File: config.mk
export PLATFORM = sky130hd
export DESIGN_NAME = sixth_stage
export DESIGN_NICKNAME = d
export VERILOG_FILES = /design/src/rtl/fft_pkg.sv /design/src/rtl/buffer_2.sv /design/src/rtl/sixth_stage.sv
export SDC_FILE = /design/constraint.sdc
export NUM_CORES = 1
export LEC_CHECK = 0
export BUFFER_PORTS_ARGS = -buffer_cell sky130_fd_sc_hd__clkbuf_2
export CAP_MARGIN = 20
export CELL_PAD_IN_SITES_DETAIL_PLACEMENT = 1
export CELL_PAD_IN_SITES_GLOBAL_PLACEMENT = 1
export CORE_UTILIZATION = 42
export DETAILED_ROUTE_END_ITERATION = 8
export GPL_ROUTABILITY_DRIVEN = 0
export PLACE_DENSITY = 0.81
export SKIP_CTS_REPAIR_TIMING = 1
export SKIP_LAST_GASP = 1
export SLEW_MARGIN = 20
export SYNTH_ARGS = -nofsm -noshare
export SYNTH_HDL_FRONTEND = slang
export SYNTH_SLANG_ARGS = --single-unit
File: constraint.sdc
create_clock -name iClk -period 3.65 [get_ports iClk]
set_input_delay 0.73 -clock iClk [delete_from_list [all_inputs] [get_ports iClk]]
set_output_delay 0.73 -clock iClk [all_outputs]
set_load 0.1 [all_outputs]
File: src/rtl/fft_pkg.sv
// Shared constants and complex-sample types for the FFT_R2SDF pipeline.
// Only sixth_stage and buffer_2 use this package.
package fft_pkg;

  localparam int STG6_IN_W     = 36;
  localparam int STG6_OUT_W    = 37;
  localparam int FFT_FRAME_LEN = 128;
  localparam int STG6_DELAY    = 2;
  localparam int FFT_CNT_W     = 8;

  // Counter value on the last drain cycle; the counter wraps to 0 after it.
  localparam logic [FFT_CNT_W-1:0] STG6_CNT_LAST = FFT_CNT_W'(FFT_FRAME_LEN + STG6_DELAY - 1);

  typedef struct packed {
    logic signed [STG6_IN_W-1:0] re;
    logic signed [STG6_IN_W-1:0] im;
  } cplx_in_t;

  typedef struct packed {
    logic signed [STG6_OUT_W-1:0] re;
    logic signed [STG6_OUT_W-1:0] im;
  } cplx_out_t;

  // Multiply by -j: (re, im) -> (im, -re).
  function automatic cplx_out_t rot_mj(input cplx_out_t a);
    cplx_out_t r;
    r.re = a.im;
    r.im = -a.re;
    return r;
  endfunction

endpackage

File: src/rtl/buffer_2.sv
// Enable-gated complex shift register, STG6_DELAY entries deep, 37 bits per
// component. dout is the oldest entry; asynchronous active-low clear to 0.
module buffer_2
  import fft_pkg::*;
(
  input  logic      clk,
  input  logic      rst_n,
  input  logic      en,
  input  cplx_out_t din,
  output cplx_out_t dout
);

  cplx_out_t mem_q [STG6_DELAY];
  cplx_out_t mem_d [STG6_DELAY];

  always_comb begin
    // NOTE: default every always_comb output first so no path leaves it unassigned (no latch).
    mem_d = mem_q;
    if (en) begin
      mem_d[0] = din;
      for (int i = 1; i < STG6_DELAY; i++) begin
        mem_d[i] = mem_q[i-1];
      end
    end
  end

  // NOTE: the delay entries are reset because stale samples would otherwise leak into the first butterflies after reset.
  always_ff @(posedge clk or negedge rst_n) begin
    if (!rst_n) begin
      for (int i = 0; i < STG6_DELAY; i++) begin
        mem_q[i] <= '0;
      end
    end else begin
      // NOTE: sequential state uses non-blocking assignments so every flop samples pre-edge values.
      mem_q <= mem_d;
    end
  end

  assign dout = mem_q[STG6_DELAY-1];

endmodule

File: src/rtl/sixth_stage.sv
// R2SDF sixth stage: 2-deep feedback butterfly with trivial twiddles (x1 / x-j).
// Build option FFT_OUT_GATE_EN zeroes the output data on invalid cycles.
module sixth_stage
  import fft_pkg::*;
(
  input  logic                         iClk,
  input  logic                         iRst_n,
  input  logic                         iData_valid,
  input  logic signed [STG6_IN_W-1:0]  iData_Re,
  input  logic signed [STG6_IN_W-1:0]  iData_Im,
  output logic                         oData_valid,
  output logic signed [STG6_OUT_W-1:0] oData_Re,
  output logic signed [STG6_OUT_W-1:0] oData_Im
);

  localparam int CNT_MSB = FFT_CNT_W - 1;

  logic [FFT_CNT_W-1:0] cnt_q, cnt_d;
  logic                 en;
  logic                 data_valid;
  logic                 valid_q, valid_d;
  cplx_out_t            x, d, dl_in, res;
  cplx_out_t            out_q, out_d;

  buffer_2 u_delay (
    .clk   (iClk),
    .rst_n (iRst_n),
    .en    (en),
    .din   (dl_in),
    .dout  (d)
  );

  always_comb begin
    en         = cnt_q[CNT_MSB] | (iData_valid & ~cnt_q[CNT_MSB]);
    data_valid = cnt_q[CNT_MSB] | (iData_valid & (|cnt_q[CNT_MSB-1:1]));

    cnt_d = cnt_q;
    if (en) begin
      cnt_d = (cnt_q == STG6_CNT_LAST) ? '0 : cnt_q + FFT_CNT_W'(1);
    end

    // Input is ignored during drain so nothing from the bus enters the delay line.
    x = '0;
    if (!cnt_q[CNT_MSB]) begin
      x.re = {iData_Re[STG6_IN_W-1], iData_Re};
      x.im = {iData_Im[STG6_IN_W-1], iData_Im};
    end

    if (cnt_q[1]) begin
      dl_in.re = d.re - x.re;
      dl_in.im = d.im - x.im;
      res.re   = d.re + x.re;
      res.im   = d.im + x.im;
    end else begin
      dl_in = x;
      res   = cnt_q[0] ? rot_mj(d) : d;
    end

    valid_d = data_valid;
`ifdef FFT_OUT_GATE_EN
    out_d = data_valid ? res : '0;
`else
    out_d = res;
`endif
  end

  always_ff @(posedge iClk or negedge iRst_n) begin
    if (!iRst_n) begin
      cnt_q   <= '0;
      valid_q <= 1'b0;
      out_q   <= '0;
    end else begin
      cnt_q   <= cnt_d;
      valid_q <= valid_d;
      out_q   <= out_d;
    end
  end

  assign oData_valid = valid_q;
  assign oData_Re    = out_q.re;
  assign oData_Im    = out_q.im;

endmodule

# Yosys cells after proc, flatten, opt, wreduce, memory -nomap -nowiden
# Cells that the tools add are included.
# W data, S select, Z words.
[op_classes] reduce_logical=1 bitwise=5 addsub=6 n_mux=5 eq_ne=1
[op_table] op="$mux W74" n=4
[op_table] op="$add A37 B37 Y37" n=2
[op_table] op="$sub A37 B37 Y37" n=2
[op_table] op="$neg A37 Y37" n=1
[op_table] op="$add A8 B1 Y8 const B" n=1
[op_table] op="$eq A8 B8 Y1 const B" n=1
[op_table] op="$mux W8" n=1
[op_table] op="$reduce_or A6 Y1" n=1
[op_table] op="$and A1 B1 Y1" n=2
[op_table] op="$or A1 B1 Y1" n=2
[op_table] op="$not A1 Y1" n=1
[word_totals] in_bits=75 reg_bits=231 word_cells=26 out_inout_bits=75

# Depth between registers and ports, before layout
# Gate-level depths: netlist of the first run.
[logic_depth] depth_word=3 mapped_depth=16 ltp_nobuf=13

# Cells and area by module
# From an unflattened synthesis of the first run, not the netlist that was laid out.
[hier_totals] hier_cells=2211 hier_area_um2=19522.5
[by_module_without_submodules] module="sixth_stage" n_inst=1 cells_each=1825 area_each_um2=13436.6 seq_area_each_um2=2077.0
[by_module_without_submodules] module="buffer_2" n_inst=1 cells_each=386 area_each_um2=6085.8 seq_area_each_um2=3703.6

# Least setup slack after synthesis of the first run
# No wires, ideal clock.
[synth_path] kind="register -> register" start="register cnt_q[7]" end="register out_q, in the netlist oData_Im[36]" stages_incl_launch_ff=16 required_time_ns=3.513 setup_time_ns=0.137 n_path_buf=2 arrival_ns=3.516 path_slack_ns=-0.003 synth_period_minus_slack_ns=3.653 cell_sequence="dfrtp_1 clkbuf_1 clkbuf_1 nor2b_1 ha_1 fa_1 nor2b_1 o311ai_0 a21oi_1 a2111oi_4 a2111oi_4 o21ai_2 o31ai_4 a311oi_2 xor2_1 a21oi_1"
[synth_lines] item="start: declaration" line="sixth_stage.sv:18" text="logic [FFT_CNT_W-1:0] cnt_q, cnt_d;"
[synth_lines] item="start signal: assignment" line="sixth_stage.sv:73" text="cnt_q <= cnt_d;"
[synth_lines] item="end signal: assignment" line="sixth_stage.sv:75" text="out_q <= out_d;"
[synth_lines] item="end: declaration" line="sixth_stage.sv:23" text="cplx_out_t out_q, out_d;"

==> impl_metrics.py, run 1 <==
metrics = {
    "placement": {
        "port_buffers": 149,
        "dpl.cell_count": 3265,
        "dp_hpwl_mm": 51.3,
        "dp_slack_ns": -0.393,
        "place_area_um2": 22000,
    },
    "critical_path": {
        "crit_path_cell_trace": "buf_12, nor2b_2, ha_1, fa_1, nor2b_1, o311ai_1, buf_4, a21oi_4, a2111oi_4, buf_4, a2111oi_4, o21ai_2, o31ai_4, buf_4, xnor2_1, nand2_1, o21ai_0",
        "path_max_fanout": 29,
        "r2r.worst_path.cells": 17,
        "crit_slowest_cell": "a2111oi_4",
        "startpoint_type": "flip-flop",
        "worst-setup-path-type": "flip-flop to flip-flop",
        "cpMostUsedCell": "buf_4",
        "cp-end-kind": "flip-flop",
        "cpPeakStageDelay_ns": 0.46,
        "cp.arrival_ns": 4.22,
        "worstPathRequired_ns": 4.11,
    },
    "final_layout": {
        "finish.instance_area_um2": 23500,
        "mostFrequentLayoutCells": "387 x nand2_1, 239 x buf_4, 228 x dfrtp_1",
        "layout_commonest_cell": "nand2_1",
        "area_growth_pct": 22.4,
        "n_antenna_cell": 0,
        "fin_cells": 3321,
        "utilization_pct": 52.6,
        "multiInputGateArea_um2": 12700,
        "post_route_cells_drive_above_1_share_pct": 20.6,
        "regArea_um2": 5790,
        "fin_nets": 2952,
        "nFillCells": 5408,
    },
    "clock_network": {
        "cts_tree": "yes",
        "clock_path_buffers": 3,
        "path_clk_slew_ns": 0.06,
        "clock_latency_ns": 0.58,
        "htreeDepth": 1,
        "cts-buffers-inserted": 28,
        "cts_sinks": 231,
        "root_buffer": "clkbuf_16",
    },
    "power_and_ir_drop": {
        "p_clk_share_pct": 13.3,
        "sequentialPowerShare_pct": 22.3,
        "p_leak_uw": 0.0111,
        "peakVddDrop_mv": 0.714,
        "p_int_uw": 9780,
        "power.net_switching_uw": 11500,
        "pwr-share-comb_pct": 64.5,
        "power.share.switching_pct": 54.0,
        "power.density_nw_per_um2": 907,
    },
    "floorplanning": {
        "io_pins": 150,
        "placementRows": 77,
        "die_y_um": 216,
        "core_um2": 44600,
        "start_util_pct": 43.0,
        "die_w_um": 216,
        "dieArea_um2": 46500,
    },
    "routing": {
        "drc": 0,
        "drt_wl_total_mm": 69.6,
        "drtIter0Drc": 1238,
        "wire_per_inst_um": 21.0,
        "vias": 19000,
        "first_pass_iters": 5,
        "antenna_left": 0,
        "vias_per_cell": 5.72,
    },
    "yosys": {
        "syn_nets": 2662,
        "ys_seq_area_share_pct": 30.2,
        "syn_avg_cell_area_um2": 7.92,
        "synth_ff_type": "dfrtp_1",
        "synth-async-reset-ratio_pct": 100,
        "synth_edf_count": 0,
        "synth_seq_cells": 231,
        "synth.distinct_cells": 92,
        "ys.warnings.count": 0,
        "syn-cell-area_um2": 19200,
        "syn_inst": 2421,
    },
    "sta": {
        "timing.final.crit_share_pct": 103,
        "period_needed_ns": 3.76,
        "finalWorstSetupSlack_ns": -0.107,
        "finalMaxSlewViolations": 0,
        "fmax_mhz": 266,
        "relSlewSlack_pct": 36.2,
        "worst_pin_slew_ns": 0.957,
        "holdWs_ns": 0.208,
        "rsz0062_at_grt": "true",
        "hold_viol_final": 0,
        "finalSetupViolations": 10,
        "finalClockSkew_ns": 0.0181,
    },
    "grt": {
        "grt_pass1_wl_mm": 109,
        "grt_pass1_vias": 19900,
        "antenna_found_initial": 1,
        "grt_max_degree": 155,
        "grt-ovfl-total": 0,
        "grtUsageTotal_pct": 29.1,
    },
    "status": {
        "violations": "setup timing",
        "status": "finished, violations left",
    },
    "run": {
        "maxCapViolations": 0,
    },
    "hold_path": {
        "hp-class": "input pin to async pin",
    },
}
[power groups by stage]
stage	registers [uW]	logic (uW)	clock network, uW
floorplan	7320	6240	0
global placement	4630	12500	0
detailed placement	4700	13000	0
CTS	4680	13100	2870
global route	4840	14600	2970
finish	4740	13700	2820
[worst max-delay path, delay by kind of cell, from the launching register on]
family / cells / cell delay (ns)
AOI/OAI and AO/OA: 7 / 1.42
DFF: 1 / 0.43
adders and majority gates: 2 / 0.48
and+or+nand+nor: 3 / 0.53
xor gates and xnor gates: 1 / 0.11
buffers and inverters: 4 / 0.66
[state kept, by name (all words and copies together) (netlist names)]
signal / flops
cnt_q: 8
oData_Im: 37
oData_Re: 37
oData_valid: 1
u_delay.dout: 74
u_delay.mem_q: 74
[metal layers]
metal / up-vias / global-route usage (%) / share of wire (%)
met5: - / 0 / 0
met4: 0 / 12.2 / 4.1
met3: 153 / 3.59 / 5.3
met2: 536 / 46.6 / 46
met1: 9461 / 39.4 / 45
li1: 8853 / - / -
[cells by family after synthesis]
| logic type | synth area share (%) |
|---|---|
| simple gates | 21.5 |
| flops | 30.2 |
| fa+ha+maj | 11.0 |
| mux | 3.06 |
| compound gates | 21.3 |
| xor+xnor | 7.13 |
| buf+inv | 5.84 |
[cell type report]
cell class                 count  share of cell area (%)
clock inverter                 9                   0.347
multi-input combinational   1908                    54.4
clock buffer                  39                    3.60
timing repair buffer         396                    11.5
sequential                   231                    24.7
inverter                     146                    2.34
tap                          592                    3.16
[synth_stat cells, types with 34 or more instances]
master,number,area share (%)
mux2i_1,54,2.8
ha_1,162,11
inv_1,143,2.8
xnor2_1,121,5.5
o21ai_0,159,4.2
nor2b_1,46,1.5
nand2b_1,94,3.1
clkbuf_1,95,1.9
nand3_1,34,0.89
a21oi_1,225,5.9
xor2_1,35,1.6
dfrtp_1,231,30
nand2_1,387,7.6
nor3_1,45,1.2
nor2_1,186,3.6
a211oi_1,41,1.6
[worst paths after layout]
check                      slack [ns]                      startpoint                      endpoint
setup / recovery                -0.11            cnt_q[7]$_DFFE_PN0P_        oData_Im[32]$_DFF_PN0_
hold / removal                   0.21                          iRst_n  u_delay.dout[70]$_DFFE_PN0P_
setup reg to reg                -0.11            cnt_q[7]$_DFFE_PN0P_        oData_Im[32]$_DFF_PN0_
hold reg to reg                  0.47  u_delay.mem_q[116]$_DFFE_PN0P_  u_delay.dout[42]$_DFFE_PN0P_
max in group asynchronous        2.62                          iRst_n          cnt_q[7]$_DFFE_PN0P_
min in group iClk                0.47  u_delay.mem_q[116]$_DFFE_PN0P_  u_delay.dout[42]$_DFFE_PN0P_
[per-stage QoR]
stage / total power (uW) / TNS [ns]
after floorplan: 13600 / 0
after detailed placement: 17700 / -8.12
after global placement: 17200 / -3.67
after CTS: 20700 / -3.48
after global routing: 22400 / -3.05
final: 21300 / -0.453
No activity file was read; power rests on OpenSTA's default activity.
==> inputs of run 2 (changes only) <==
--- a/config.mk
+++ b/config.mk
@@ -19,3 +19,4 @@
 export SYNTH_ARGS = -nofsm -noshare
 export SYNTH_HDL_FRONTEND = slang
 export SYNTH_SLANG_ARGS = --single-unit
+export TNS_END_PERCENT = 50
==> run 2 against run 1 <==
  * The flow still finishes with violations (setup timing)
  * Core utilization down 0.13 points
  * Non-clock buffer count unchanged
  * Largest cell class unchanged
  * Combinational power about the same
  * Fmax up 0.15%
  * Clock-buffer cell count unchanged
  * First-iteration DRC count up 3.9%
  * Die area unchanged
  * Critical endpoint unchanged
  * Wire length down 0.35%
  * Critical path depth unchanged
  * Register-to-register slack about the same
  * Clock skew up 0.0012 ns
==> impl_metrics.py, run 2 (synthesized netlist as in run 1, its figures left out) <==
metrics = {
    "sta": {
        "rsz0062_at_grt": "true",
        "worst_pin_slew_ns": 0.963,
        "fin_setup_tns_ns": -0.490,
        "timing.final.crit_share_pct": 103,
        "finalMaxSlewViolations": 0,
        "fmax_mhz": 267,
        "finalSetupViolations": 10,
        "finalWorstSetupSlack_ns": -0.101,
        "relSlewSlack_pct": 35.8,
        "holdWs_ns": 0.207,
        "period_needed_ns": 3.75,
        "hold_viol_final": 0,
        "finalClockSkew_ns": 0.0193,
    },
    "grt": {
        "grt_pass1_wl_mm": 109,
        "grtUsageTotal_pct": 29.1,
        "grt-ovfl-total": 0,
        "antenna_found_initial": 1,
        "grt_max_degree": 155,
        "grt_pass1_vias": 19900,
    },
    "clock_network": {
        "htreeDepth": 1,
        "cts_sinks": 231,
        "cts_tree": "yes",
        "root_buffer": "clkbuf_16",
        "path_clk_slew_ns": 0.06,
        "clock_path_buffers": 3,
        "clock_latency_ns": 0.58,
        "cts-buffers-inserted": 28,
    },
    "critical_path": {
        "startpoint_type": "flip-flop",
        "cp.arrival_ns": 4.22,
        "reg2reg_to": "oData_Im[32]$_DFF_PN0_",
        "reg2reg_slack_ns": -0.10,
        "cp-end-kind": "flip-flop",
        "worst-setup-path-type": "flip-flop to flip-flop",
        "r2r.worst_path.cells": 17,
        "r2r-start": "cnt_q[7]$_DFFE_PN0P_",
        "worstPathRequired_ns": 4.12,
        "path_max_fanout": 29,
    },
    "final_layout": {
        "fin_nets": 2952,
        "layout_commonest_cell": "nand2_1",
        "n_antenna_cell": 0,
        "area_growth_pct": 22.1,
        "mostFrequentLayoutCells": "387 x nand2_1, 239 x buf_4, 228 x dfrtp_1",
        "utilization_pct": 52.4,
        "regArea_um2": 5790,
        "post_route_cells_drive_above_1_share_pct": 20.1,
        "multiInputGateArea_um2": 12700,
        "nFillCells": 5410,
    },
    "routing": {
        "drt_wl_total_mm": 69.4,
        "wire_per_inst_um": 20.9,
        "vias_per_cell": 5.76,
        "first_pass_iters": 5,
        "antenna_left": 0,
        "drtIter0Drc": 1286,
        "drc": 0,
        "vias": 19100,
    },
    "floorplanning": {
        "start_util_pct": 43.0,
        "dieArea_um2": 46500,
        "die_y_um": 216,
        "core_um2": 44600,
        "placementRows": 77,
        "io_pins": 150,
        "die_w_um": 216,
    },
    "hold_path": {
        "hp-class": "input pin to async pin",
    },
    "power_and_ir_drop": {
        "p_int_uw": 9760,
        "p_clk_share_pct": 13.3,
        "power.net_switching_uw": 11500,
        "pwr-share-comb_pct": 64.4,
        "p_leak_uw": 0.0111,
        "peakVddDrop_mv": 0.714,
        "power.density_nw_per_um2": 907,
        "power.share.switching_pct": 54.0,
        "sequentialPowerShare_pct": 22.3,
    },
    "status": {
        "violations": "setup timing",
        "status": "finished, violations left",
    },
    "placement": {
        "dp_slack_ns": -0.393,
        "dp_hpwl_mm": 51.3,
        "port_buffers": 149,
    },
    "run": {
        "maxCapViolations": 0,
    },
}
-- run 2: layout make-up --
type	instances	area share [%]
multi-input cells	1908	54.2
flip-flops and latches	231	24.7
repair buffers	396	11.5
clock buffers	39	3.61
well taps	592	3.17
inverters	146	2.34
clock inverters	9	0.348
-- run 2: worst max-delay path by stage --
stage	from	end	slack, ns	cells after the start
final	cnt_q[7]$_DFFE_PN0P_	oData_Im[32]$_DFF_PN0_	-0.10	17
after global routing	cnt_q[7]$_DFFE_PN0P_	oData_Im[36]$_DFF_PN0_	-0.24	16
after CTS	cnt_q[7]$_DFFE_PN0P_	u_delay.mem_q[107]$_DFFE_PN0P_	-0.22	13
after detailed placement	iData_Im[0]	oData_Im[30]$_DFF_PN0_	-0.39	17
after global placement	iData_Im[0]	oData_Im[30]$_DFF_PN0_	-0.30	17
after floorplan	iData_Im[0]	oData_Im[36]$_DFF_PN0_	0.006	13
-- run 2: worst max-delay path: stages, from the launching register on --
cell and delay, ns:
dfrtp_2 0.43, buf_12 0.18, nor2b_2 0.19, ha_1 0.24, fa_1 0.25, nor2b_1 0.28, o311ai_1 0.13, buf_4 0.17
a21oi_4 0.18, a2111oi_4 0.09, buf_4 0.16, a2111oi_4 0.46, o21ai_2 0.15, o31ai_4 0.27, buf_4 0.15, xnor2_1 0.11
nand2_1 0.07, o21ai_0 0.14
-- run 2: power by group through the flow --
| stage | Combinational (uW) | Clock (uW) | Sequential, uW |
|---|---|---|---|
| after floorplan | 6240 | 0 | 7320 |
| after global placement | 12500 | 0 | 4630 |
| after detailed placement | 13000 | 0 | 4700 |
| after CTS | 13100 | 2870 | 4680 |
| after global routing | 14500 | 2970 | 4840 |
| final | 13700 | 2810 | 4740 |
-- run 2: stage by stage --
| step | power (uW) | instances | area [um2] |
|---|---|---|---|
| floorplan | 13600 | 2421 | 19200 |
| global placement | 17200 | 3265 | 22000 |
| detailed placement | 17700 | 3265 | 22000 |
| CTS | 20700 | 3313 | 22900 |
| global route | 22300 | 3321 | 23400 |
| finish | 21200 | 3321 | 23400 |
-- run 2: layer usage --
| layer | global-route usage [%] | vias to the layer above | share of wire, % |
|---|---|---|---|
| li1 | - | 8847 | - |
| met1 | 39.4 | 9499 | 44 |
| met2 | 46.6 | 619 | 46 |
| met3 | 3.59 | 169 | 5.6 |
| met4 | 12.2 | 0 | 4.4 |
| met5 | 0 | - | 0 |
==> inputs of run 3 (changes only) <==
--- a/config.mk
+++ b/config.mk
@@ -12,6 +12,7 @@
 export CORE_UTILIZATION = 42
 export DETAILED_ROUTE_END_ITERATION = 8
 export GPL_ROUTABILITY_DRIVEN = 0
+export GPL_TIMING_DRIVEN = 0
 export PLACE_DENSITY = 0.81
 export SKIP_CTS_REPAIR_TIMING = 1
 export SKIP_LAST_GASP = 1
==> run 3 against run 2 <==
  * The run still ends with setup timing left
  * Cell count decreased by 1.3%
  * Wire length increased by 22%
  * Combinational power increased by 4%
  * Worst setup slack got worse by 0.36 ns
  * Clock power increased by 2%
  * Power increased by 3.1%
  * Cell area about the same
  * Clock skew increased by 0.013 ns
==> impl_metrics.py, run 3 (synthesized netlist as in run 1, its figures left out) <==
metrics = {
    "status": {
        "status": "finished, violations left",
        "violations": "setup timing",
    },
    "clock_network": {
        "cts_sinks": 231,
        "clock_path_buffers": 3,
        "clock_latency_ns": 0.60,
        "root_buffer": "clkbuf_16",
        "htreeDepth": 1,
        "cts_tree": "yes",
        "cts-buffers-inserted": 28,
        "path_clk_slew_ns": 0.06,
    },
    "critical_path": {
        "cpPeakStageDelay_ns": 0.51,
        "path_max_fanout": 6,
        "crit_path_cell_trace": "buf_8, buf_8, nand2b_1, ha_4, nor3_4, nand3b_1, buf_4, a21oi_2, o31ai_4, a211oi_2, buf_4, a221oi_4, buf_6, o31ai_4, a21oi_2, xnor2_2, a21oi_1",
        "cp.buffers_inverters": 5,
        "reg2reg_slack_ns": -0.47,
        "cp-end-kind": "flip-flop",
        "cp_top_family": "compound AO/OA/AOI/OAI gates",
        "startpoint_type": "flip-flop",
        "crit_slowest_cell": "dfrtp_2",
        "cp.depth": 17,
        "worstPathRequired_ns": 4.13,
        "r2r-start": "cnt_q[7]$_DFFE_PN0P_",
        "worst-setup-path-type": "flip-flop to flip-flop",
        "cp.arrival_ns": 4.60,
        "reg2reg_to": "oData_Im[31]$_DFF_PN0_",
        "r2r.worst_path.cells": 17,
    },
    "grt": {
        "grtUsageTotal_pct": 33.9,
        "grt_pass1_wl_mm": 120,
        "grt-ovfl-total": 0,
        "antenna_found_initial": 1,
        "grt_pass1_vias": 20000,
        "grt_max_degree": 71,
    },
    "sta": {
        "finalSetupViolations": 29,
        "finalClockSkew_ns": 0.0322,
        "period_needed_ns": 4.12,
        "relSlewSlack_pct": 17.5,
        "fmax_mhz": 243,
        "rsz0062_at_grt": "true",
        "hold_viol_final": 0,
        "finalWorstSetupSlack_ns": -0.466,
        "timing.final.crit_share_pct": 113,
        "finalMaxSlewViolations": 0,
        "worst_pin_slew_ns": 1.24,
        "fin_setup_tns_ns": -4.42,
    },
    "run": {
        "maxCapViolations": 0,
    },
    "routing": {
        "vias_per_cell": 6.11,
        "vias": 20000,
        "antenna_left": 0,
        "drtIter0Drc": 1720,
        "wire_per_inst_um": 25.7,
        "drc": 0,
        "first_pass_iters": 5,
        "drt_wl_total_mm": 84.4,
    },
    "final_layout": {
        "layout_commonest_cell": "nand2_1",
        "utilization_pct": 52.4,
        "area_growth_pct": 22.0,
        "fin_nets": 2905,
        "nFillCells": 5373,
        "finish.instance_area_um2": 23400,
        "post_route_cells_drive_above_1_share_pct": 19.1,
        "fin_cells": 3278,
        "n_antenna_cell": 0,
        "mostFrequentLayoutCells": "387 x nand2_1, 230 x dfrtp_1, 201 x a21oi_1",
    },
    "power_and_ir_drop": {
        "total_power_uw": 21900,
        "p_leak_uw": 0.0107,
        "sequentialPowerShare_pct": 21.9,
        "power.net_switching_uw": 12500,
        "p_int_uw": 9380,
        "peakVddDrop_mv": 0.606,
        "p_clk_share_pct": 13.2,
        "pwr-share-comb_pct": 65.0,
        "power.density_nw_per_um2": 936,
        "power.share.switching_pct": 57.1,
    },
    "floorplanning": {
        "placementRows": 77,
        "dieArea_um2": 46500,
        "core_um2": 44600,
        "start_util_pct": 43.0,
        "die_y_um": 216,
        "die_w_um": 216,
        "io_pins": 150,
    },
    "placement": {
        "dp_hpwl_mm": 61.9,
        "place_area_um2": 20800,
        "port_buffers": 149,
        "dpl.cell_count": 3166,
    },
    "hold_path": {
        "hp-class": "input pin to async pin",
    },
}
==> run 3: worst register-to-register path, stage by stage, from the launching register on <==
cell and delay, ns:
dfrtp_2 0.51, buf_8 0.18, buf_8 0.15, nand2b_1 0.28, ha_4 0.31, nor3_4 0.22
nand3b_1 0.22, buf_4 0.20, a21oi_2 0.29, o31ai_4 0.16, a211oi_2 0.26, buf_4 0.18
a221oi_4 0.09, buf_6 0.16, o31ai_4 0.27, a21oi_2 0.14, xnor2_2 0.17, a21oi_1 0.22
==> run 3: stage by stage <==
step / hold WS, ns / worst slack [ns]
final: 0.0848 / -0.466
after global routing: 0.0967 / -0.508
after CTS: 0.0745 / -1.80
after detailed placement: 0.456 / -1.67
after global placement: 0.451 / -2.86
after floorplan: 0.434 / 0.00614
==> run 3: layout make-up <==
type,count,area (um2),share of cell area (%)
multi-input combinational,1908,13300,56.9
sequential,231,5780,24.7
timing repair buffer,220,1370,5.87
clock buffer,36,761,3.25
tap,592,741,3.17
buffer,129,689,2.95
inverter,146,552,2.36
clock inverter,16,166,0.712
==> run 3: how the worst max path moves through the flow <==
| stage | slack (ns) | end | startpoint |
|---|---|---|---|
| after global routing | -0.51 | oData_Im[31]$_DFF_PN0_ | cnt_q[7]$_DFFE_PN0P_ |
| after floorplan | 0.006 | oData_Im[36]$_DFF_PN0_ | iData_Im[0] |
| final | -0.47 | oData_Im[31]$_DFF_PN0_ | cnt_q[7]$_DFFE_PN0P_ |
| after CTS | -1.80 | oData_Im[36]$_DFF_PN0_ | cnt_q[7]$_DFFE_PN0P_ |
| after global placement | -2.86 | u_delay.dout[5]$_DFFE_PN0P_ | iRst_n |
| after detailed placement | -1.67 | oData_Im[36]$_DFF_PN0_ | cnt_q[7]$_DFFE_PN0P_ |
==> run 3: power groups by stage <==
| stage | logic, uW | registers, uW | clock network, uW |
|---|---|---|---|
| 4_1_cts | 12600 | 4690 | 2880 |
| 2_1_floorplan | 6240 | 7320 | 0 |
| 3_3_place_gp | 12200 | 4650 | 0 |
| 6_report | 14200 | 4780 | 2880 |
| 5_1_grt | 14900 | 4860 | 2970 |
| 3_5_place_dp | 12500 | 4720 | 0 |
==> run 3: per-layer routing <==
metal / track usage, % / vias to the layer above / routed length [um]
li1: - / 8787 / -
met2: 54.8 / 985 / 38500
met3: 6.29 / 291 / 7500
met5: 0 / - / 0
met4: 16.0 / 0 / 4950
met1: 43.6 / 9952 / 33400
